**src/rtl/if_of_advance_ctrl_pkg.sv**
```systemverilog
// rtl/if_of_advance_ctrl_pkg.sv - SimpleRISC opcode constants and advance-controller state type
package if_of_advance_ctrl_pkg;

  // Canonical SimpleRISC nop: opcode 5'b01101, all other fields zero.
  localparam logic [31:0] SR_NOP_WORD = 32'h6800_0000;

  // Opcodes shared with the interlock checker.
  localparam logic [4:0] OPC_NOP  = 5'b01101;
  localparam logic [4:0] OPC_HALT = 5'b11111;
  localparam logic [4:0] OPC_BEQ  = 5'b10000;
  localparam logic [4:0] OPC_BGT  = 5'b10001;
  localparam logic [4:0] OPC_B    = 5'b10010;
  localparam logic [4:0] OPC_CALL = 5'b10011;
  localparam logic [4:0] OPC_RET  = 5'b10100;

  typedef enum logic [1:0] {
    ST_BOOT   = 2'd0,
    ST_RUN    = 2'd1,
    ST_HALTED = 2'd2
  } adv_state_e;

  function automatic logic [4:0] opcode_of(input logic [31:0] word);
    return word[31:27];
  endfunction

  function automatic logic is_branch_opcode(input logic [4:0] opc);
    return (opc == OPC_BEQ) || (opc == OPC_BGT) || (opc == OPC_B) ||
           (opc == OPC_CALL) || (opc == OPC_RET);
  endfunction

endpackage

```
**src/rtl/if_of_advance_ctrl_sat_counter.sv**
```systemverilog
// rtl/if_of_advance_ctrl_sat_counter.sv - increment-enable counter that sticks at all-ones
module sat_counter #(
  parameter int W = 16
) (
  input  logic         clk,
  input  logic         rst_n,
  input  logic         inc,
  output logic [W-1:0] count
);

  localparam logic [W-1:0] ONE = {{(W-1){1'b0}}, 1'b1};

  // Count enabled cycles; once all-ones the value is held.
  always_ff @(posedge clk or negedge rst_n) begin
    if (!rst_n) begin
      count <= '0;
    end else if (inc && (count != {W{1'b1}})) begin
      count <= count + ONE;
    end
  end

endmodule

```
**src/rtl/if_of_advance_ctrl.sv**
```systemverilog
// rtl/if_of_advance_ctrl.sv - IF/OF advance controller: PC, IF/OF and OF/EX latches, stall/bubble/redirect
module if_of_advance_ctrl
  import if_of_advance_ctrl_pkg::*;
#(
  parameter logic [31:0] RESET_PC    = 32'h0000_0000,
  parameter logic [31:0] NOP_WORD    = SR_NOP_WORD,
  parameter logic [4:0]  HALT_OPCODE = OPC_HALT,
  parameter int          STALL_CNT_W = 16
) (
  input  logic                   clk,
  input  logic                   rst_n,
  output logic [31:0]            imem_addr,
  input  logic [31:0]            imem_rdata,
  input  logic                   is_data_interlock,
  input  logic                   is_branch_taken,
  input  logic [31:0]            branch_pc,
  output logic [31:0]            pc,
  output logic [31:0]            of_pc,
  output logic [31:0]            of_instruction,
  output logic [31:0]            ex_pc,
  output logic [31:0]            ex_ir,
  output logic                   ex_bubble,
  output logic                   halted,
  output logic [STALL_CNT_W-1:0] stall_count
);

  adv_state_e  state, next_state;
  logic [31:0] pc_q;
  logic [31:0] of_pc_q;
  logic [31:0] of_ir_q;
  logic [31:0] ex_pc_q;
  logic [31:0] ex_ir_q;
  logic        ex_bub_q;

  logic        halt_hit;
  logic        do_redirect;
  logic        do_stall;
  logic        do_advance;
  logic        do_flush_ex;
  logic        pc_inc;

  // A real (non-bubble) halt sitting in EX freezes fetch.
  assign halt_hit = (opcode_of(ex_ir_q) == HALT_OPCODE) && !ex_bub_q;

  // State register.
  always_ff @(posedge clk or negedge rst_n) begin
    if (!rst_n) begin
      state <= ST_BOOT;
    end else begin
      state <= next_state;
    end
  end

  // Next state and per-cycle action: branch beats interlock beats advance.
  always_comb begin
    next_state  = state;
    do_redirect = 1'b0;
    do_stall    = 1'b0;
    do_advance  = 1'b0;
    do_flush_ex = 1'b0;
    pc_inc      = 1'b0;
    case (state)
      ST_BOOT: begin
        next_state = ST_RUN;
      end
      ST_RUN: begin
        if (is_branch_taken) begin
          do_redirect = 1'b1;
        end else begin
          if (is_data_interlock) begin
            do_stall = 1'b1;
          end else begin
            do_advance = 1'b1;
            pc_inc     = !halt_hit;
          end
          if (halt_hit) begin
            next_state = ST_HALTED;
          end
        end
      end
      ST_HALTED: begin
        do_flush_ex = 1'b1;
      end
      default: begin
        next_state = ST_BOOT;
      end
    endcase
  end

  // PC and pipeline latches.
  always_ff @(posedge clk or negedge rst_n) begin
    if (!rst_n) begin
      pc_q     <= RESET_PC;
      of_pc_q  <= '0;
      of_ir_q  <= NOP_WORD;
      ex_pc_q  <= '0;
      ex_ir_q  <= NOP_WORD;
      ex_bub_q <= 1'b1;
    end else begin
      if (do_redirect) begin
        pc_q <= branch_pc;
      end else if (pc_inc) begin
        pc_q <= pc_q + 32'd4;
      end

      if (do_redirect) begin
        of_ir_q  <= NOP_WORD;
        ex_ir_q  <= NOP_WORD;
        ex_bub_q <= 1'b1;
      end else if (do_stall || do_flush_ex) begin
        ex_ir_q  <= NOP_WORD;
        ex_bub_q <= 1'b1;
      end else if (do_advance) begin
        of_ir_q  <= imem_rdata;
        of_pc_q  <= pc_q;
        ex_ir_q  <= of_ir_q;
        ex_pc_q  <= of_pc_q;
        ex_bub_q <= 1'b0;
      end
    end
  end

  sat_counter #(
    .W(STALL_CNT_W)
  ) u_stall_cnt (
    .clk   (clk),
    .rst_n (rst_n),
    .inc   (do_stall),
    .count (stall_count)
  );

  // The EX slot reads as a bubble from the first halted cycle onward,
  // including the word that followed the halt into EX on the halting edge.
  assign halted         = (state == ST_HALTED);
  assign imem_addr      = pc_q;
  assign pc             = pc_q;
  assign of_pc          = of_pc_q;
  assign of_instruction = of_ir_q;
  assign ex_pc          = ex_pc_q;
  assign ex_ir          = halted ? NOP_WORD : ex_ir_q;
  assign ex_bubble      = ex_bub_q | halted;

endmodule

```
**config.mk**
```make
export PLATFORM = sky130hd
export DESIGN_NAME = if_of_advance_ctrl
export DESIGN_NICKNAME = d
export VERILOG_FILES = /design/src/rtl/if_of_advance_ctrl_pkg.sv /design/src/rtl/if_of_advance_ctrl_sat_counter.sv /design/src/rtl/if_of_advance_ctrl.sv
export SDC_FILE = /design/constraint.sdc
export NUM_CORES = 1
export LEC_CHECK = 0
export BUFFER_PORTS_ARGS = -buffer_cell sky130_fd_sc_hd__buf_2
export CAP_MARGIN = 25
export CORE_MARGIN = 8
export CORE_UTILIZATION = 38
export DETAILED_ROUTE_END_ITERATION = 10
export PLACE_DENSITY = 0.66
export REMOVE_ABC_BUFFERS = 1
export SLEW_MARGIN = 20
export SYNTH_ARGS = -nofsm -noshare
export SYNTH_HDL_FRONTEND = slang
export SYNTH_SLANG_ARGS = --single-unit
```
**constraint.sdc**
```tcl
create_clock -name clk -period 2.1 [get_ports clk]
set_clock_uncertainty 0.2 [all_clocks]
set_input_delay 0.105 -clock clk [delete_from_list [all_inputs] [get_ports clk]]
set_output_delay 0.105 -clock clk [all_outputs]
set_load 0.02 [all_outputs]
```
# Yosys cells after proc, flatten, opt, wreduce, memory -nomap -nowiden
# Cells that the tools add are included.
# totals
regBits	179
latchBits	0
ramBits	0
romBits	0
inputBits	68
n_memories	0
# classes
addsub	2
n_mul	0
div_mod_pow	0
order_cmp	0
n_eq_ne	7
n_shift	0
n_mux	27
bitwise	4
n_reduce_logical	12
# op_table
op	count
$mux W32	9
$add A32 B3 Y32 const B	1
$add A16 B1 Y16 const B	1
$ne A16 B16 Y1 const B	1
$mux W1	15
$ne A2 B2 Y1 const B	3
$pmux W2 S3	1
$reduce_and A3 Y1	2
$eq A5 B5 Y1 const B	1
$mux W2	2
$reduce_bool A2 Y1	2
$not A1 Y1	3
$reduce_bool A3 Y1	1
$eq A2 B1 Y1 const B	1
$eq A2 B2 Y1 const B	1
$logic_and A1 B1 Y1	2
$logic_not A1 Y1	2
$logic_not A2 Y1	1
$reduce_and A2 Y1	1
$logic_or A1 B1 Y1	1
$or A1 B1 Y1	1

# Depth between registers and ports, before layout
# logic_depth
ltp_word	8
mapped_depth	7
depth_no_buf	6

# Hierarchy
# From an unflattened synthesis, not the netlist that was laid out.
# unflattened
cells_unflattened	817
area_unflattened_um2	8220.4
# by_module_without_submodules
module	n_inst	cells_each	area_per_inst_um2
if_of_advance_ctrl	1	745	7360.8
sat_counter	1	72	859.6

# Least setup slack after synthesis
# No wires, ideal clock.
# synth_timing
kind	reg-to-reg
from	register pc_q[8], in the netlist imem_addr[8]
to	register pc_q[21], in the netlist imem_addr[21]
arrival_ps	1867
setup_slack_ps	-91
path_stages_with_launch	7
period_less_slack_ps	2191
path_cell_list	dfrtp_1 > buf_2 > nand4_2 > or4_4 > o21ai_0 > a21boi_1 > a211o_1
# synth_between
elab_chain_cells	3
# synth_lines
item	line	text
from (decl)	if_of_advance_ctrl.sv:28	logic [31:0] pc_q;
from (signal assigned)	if_of_advance_ctrl.sv:101	pc_q <= branch_pc;
from (signal assigned)	if_of_advance_ctrl.sv:103	pc_q <= pc_q + 32'd4;
$add A32 B3 Y32	if_of_advance_ctrl.sv:103	
$mux W32	if_of_advance_ctrl.sv:102	end else if (pc_inc) begin
$mux W32	if_of_advance_ctrl.sv:100	if (do_redirect) begin
# Every way passes these cells. The select of a mux whose other input is x is not followed.
# A chain may end at the register's enable or synchronous reset.

# Final worst setup path
# layout_timing
from	register state[0]
to	register pc_q[11], in the netlist imem_addr[11]
# layout_between
elab_chain_cells	3
# layout_lines
item	line	text
from (decl)	if_of_advance_ctrl.sv:27	adv_state_e state, next_state;
from (signal assigned)	if_of_advance_ctrl.sv:50	state <= next_state;
$eq A2 B1 Y1 (*)	if_of_advance_ctrl.sv:62	case (state)
$mux W1	if_of_advance_ctrl.sv:62	
$mux W32 / $reduce_bool A2 Y1 (equally long branches)	--	
# Mark *: on every way between the ends. The rest lies on a longest branch, timed or not.

==> impl_metrics.csv <==
group,metric,value,unit
routing,wire_per_inst,17.24,um
min_path,hold_class,"in2async",
pwr,total_power,9.364,mW
logic_synthesis,synth_cell_types,51,
logic_synthesis,yosysWarnings,0,
floorplanning,die_area,25700,sq um
cells_and_area,drive_gt1_share,33.45,%
grt,grt.overflow.total,0,
critical_path,rr_startpoint,"state[0]",
floorplanning,die_h,160.3,um
timing,finalSetupViolations,0,
critical_path,critPathRequiredTime,2190,ps
clock_tree,cts_buffers,17,
logic_synthesis,synth-async-reset-ratio,100.0,%
pwr,power_density,852.3,nW/um^2
run,max-cap-violations,0,
logic_synthesis,synth-seq-cells,179,
clock_tree,cts_tree,"yes",
routing,drt_iter0_markers,263,
critical_path,worstPathMaxFanout,6,
routing,drtAntennaViolNets,0,
placed_design,io_buffers,277,
clock_tree,post_cts_buffers,0,
cells_and_area,syn2layout_area_growth,38.85,%
logic_synthesis,synth_flop_cell,"dfrtp_1",
routing,wl,24.32,mm
cells_and_area,nNetsFinal,1196,
grt,grt_pass1_vias,7404,
critical_path,endpoint_kind,"flip-flop",
grt,antenna_found_initial,3,
critical_path,critPathArrivalTime,2100,ps
timing,fin_ws,85.74,ps
timing,finalHoldViolations,0,
grt,grt_pass1_wl,39.31,mm
floorplanning,core,20360,sq um
critical_path,critPathKind,"reg2reg",
routing,drc,0,
critical_path,start_kind,"flip-flop",
critical_path,r2r_end,"imem_addr[11]",
routing,vias,7104,
clock_tree,cts_max_level,4,
clock_tree,clk_path_buf_depth,2,
timing,fmax,496.5,MHz
logic_synthesis,synth_area_per_cell,9.978,sq um
logic_synthesis,synth_edf_count,0,
grt,grt_usage,18.67,%
grt,grt_max_degree,121,
cells_and_area,final_common_cell,"buf_2",
timing,rsz0062_at_grt,"false",
floorplanning,start_util,38.85,%
pwr,vdd_drop_max,0.5407,mV
timing,tightest_slew,539.6,ps
clock_tree,worst_skew_pair.late_latency,420,ps
critical_path,reg2reg_depth,6,
clock_tree,path_clk_slew,70,ps
timing,period_share,95.92,%
logic_synthesis,syn_inst,793,
floorplanning,core.rowCount,52,
logic_synthesis,synth_area,7913,sq um
clock_tree,root_buffer,"clkbuf_16",
routing,firstDrtPassIters,7,
placed_design,gp_congestion,0.7678,
floorplanning,die-width,160.3,um
floorplanning,ioPinCount,278,
pwr,leakage,5.731,nW
timing,maxSlewViolCount,0,
placed_design,dp_hpwl,16.75,mm
cells_and_area,postLayoutCoreUtil,53.95,%
cells_and_area,layout_common_cells,"276 x buf_2, 231 x nand2_1, 172 x dfrtp_1",
status,outcome,"finished clean",
clock_tree,clock_sinks,179,
timing,fin_crit,2014,ps
timing,max_slew_margin,64.03,%
placed_design,place_ws,35.78,ps
routing,vias_per_cell,5.035,
timing,setup_tns,0,ps
critical_path,rrSetupSlack,90,ps
logic_synthesis,ys_seq_area_share,56.72,%
critical path, stage by stage (launching register included):
cell	delay, ps
dfrtp_1	410
buf_4	170
and2b_1	180
buf_4	160
nand3_1	80
dlygate4sd3_1	560
o311ai_0	120
synthesized netlist by cell type, types with 2 or more instances:
cell type | count | area, sq um
nor4_2 | 3 | 37.54
buf_4 | 32 | 240.2
xor2_1 | 10 | 87.58
inv_1 | 5 | 18.77
o21ai_1 | 6 | 30.03
dfstp_2 | 7 | 183.9
a211o_1 | 2 | 17.52
nand2_1 | 232 | 870.8
a21oi_1 | 11 | 55.05
and2_1 | 31 | 193.9
nand4_1 | 17 | 106.4
mux2_2 | 2 | 22.52
a22oi_1 | 4 | 30.03
buf_2 | 6 | 30.03
o311ai_1 | 4 | 35.03
or3_1 | 2 | 12.51
and4_1 | 4 | 35.03
and3_1 | 9 | 56.30
a22o_1 | 58 | 508.0
nor3_1 | 8 | 40.04
nor4_1 | 2 | 12.51
ha_1 | 2 | 25.02
nand2b_1 | 7 | 43.79
a31oi_1 | 7 | 43.79
xnor2_1 | 17 | 148.9
o21ai_0 | 27 | 135.1
o211ai_1 | 3 | 22.52
dfrtp_1 | 172 | 4304
nand3_1 | 28 | 140.1
o22a_1 | 6 | 52.55
clkbuf_1 | 35 | 131.4
nor2_1 | 15 | 56.30
through the flow:
step                instance area [sq um]  std cells  hold WS [ps]
finish                              10990       1411         7.759
global route                        10990       1411         35.81
CTS                                 10930       1408         17.86
detailed placement                   9668       1309        -72.34
global placement                     9668       1309        -71.23
floorplan                            7511        720        -390.6
cell type report:
class / instances / area, sq um
diodes: 2 / 5.005
fillers: 1848 / 9378
flip-flops and latches: 179 / 4488
inverters: 5 / 18.77
well taps: 270 / 337.8
repair buffers: 387 / 2494
multi-input cells: 536 / 3055
clock buffers: 18 / 439.2
clock inverters: 14 / 148.9
flip-flops by register name (all words and copies together), names as in the netlist:
register / count
ex_ir_q: 32
ex_pc: 32
imem_addr: 32
of_instruction: 32
of_pc: 32
u_stall_cnt.count: 16
state: 2
ex_bub_q: 1
worst max-delay path by stage:
stage | to | cells after the start | from
2_1_floorplan | imem_addr[25] | 4 | state[1]
3_3_place_gp | imem_addr[10] | 6 | state[1]
3_5_place_dp | imem_addr[10] | 6 | state[1]
4_1_cts | imem_addr[10] | 6 | state[1]
5_1_grt | imem_addr[25] | 5 | imem_addr[15]
6_report | imem_addr[11] | 6 | state[0]
logic make-up after synthesis:
family	count (synthesis)	share of synthesized area [%]
xor gates and xnor gates	27	2.989
buffers and inverters	78	5.313
DFF	179	56.72
AOI/OAI and AO/OA	138	13.00
and+or+nand+nor	367	21.38
muxes	2	0.2846
adders and majority gates	2	0.3162
routing by layer:
metal | wire length (um) | GRT usage (%) | vias to the layer above
li1 | - | - | 3368
met1 | 10220 | 21.99 | 3441
met2 | 11650 | 30.99 | 266
met3 | 2111 | 7.388 | 27
met4 | 331 | 5.523 | 2
met5 | 13 | 0 | -
power by group:
part | leakage (nW) | switching, mW | internal [mW] | total, mW
Clock | 0.292 | 1.40 | 1.80 | 3.20
Combinational | 3.14 | 1.26 | 0.747 | 2.01
Sequential | 2.30 | 0.340 | 3.82 | 4.16
what timing repair did:
| action | CTS | global route |
|---|---|---|
| hold buffers | 67 | 0 |
| resized for setup | 0 | 8 |
| endpoints found under the hold margin | 244 | 0 |
| endpoints found under the setup margin | 0 | 17 |
(Power assumes the default switching activity.)
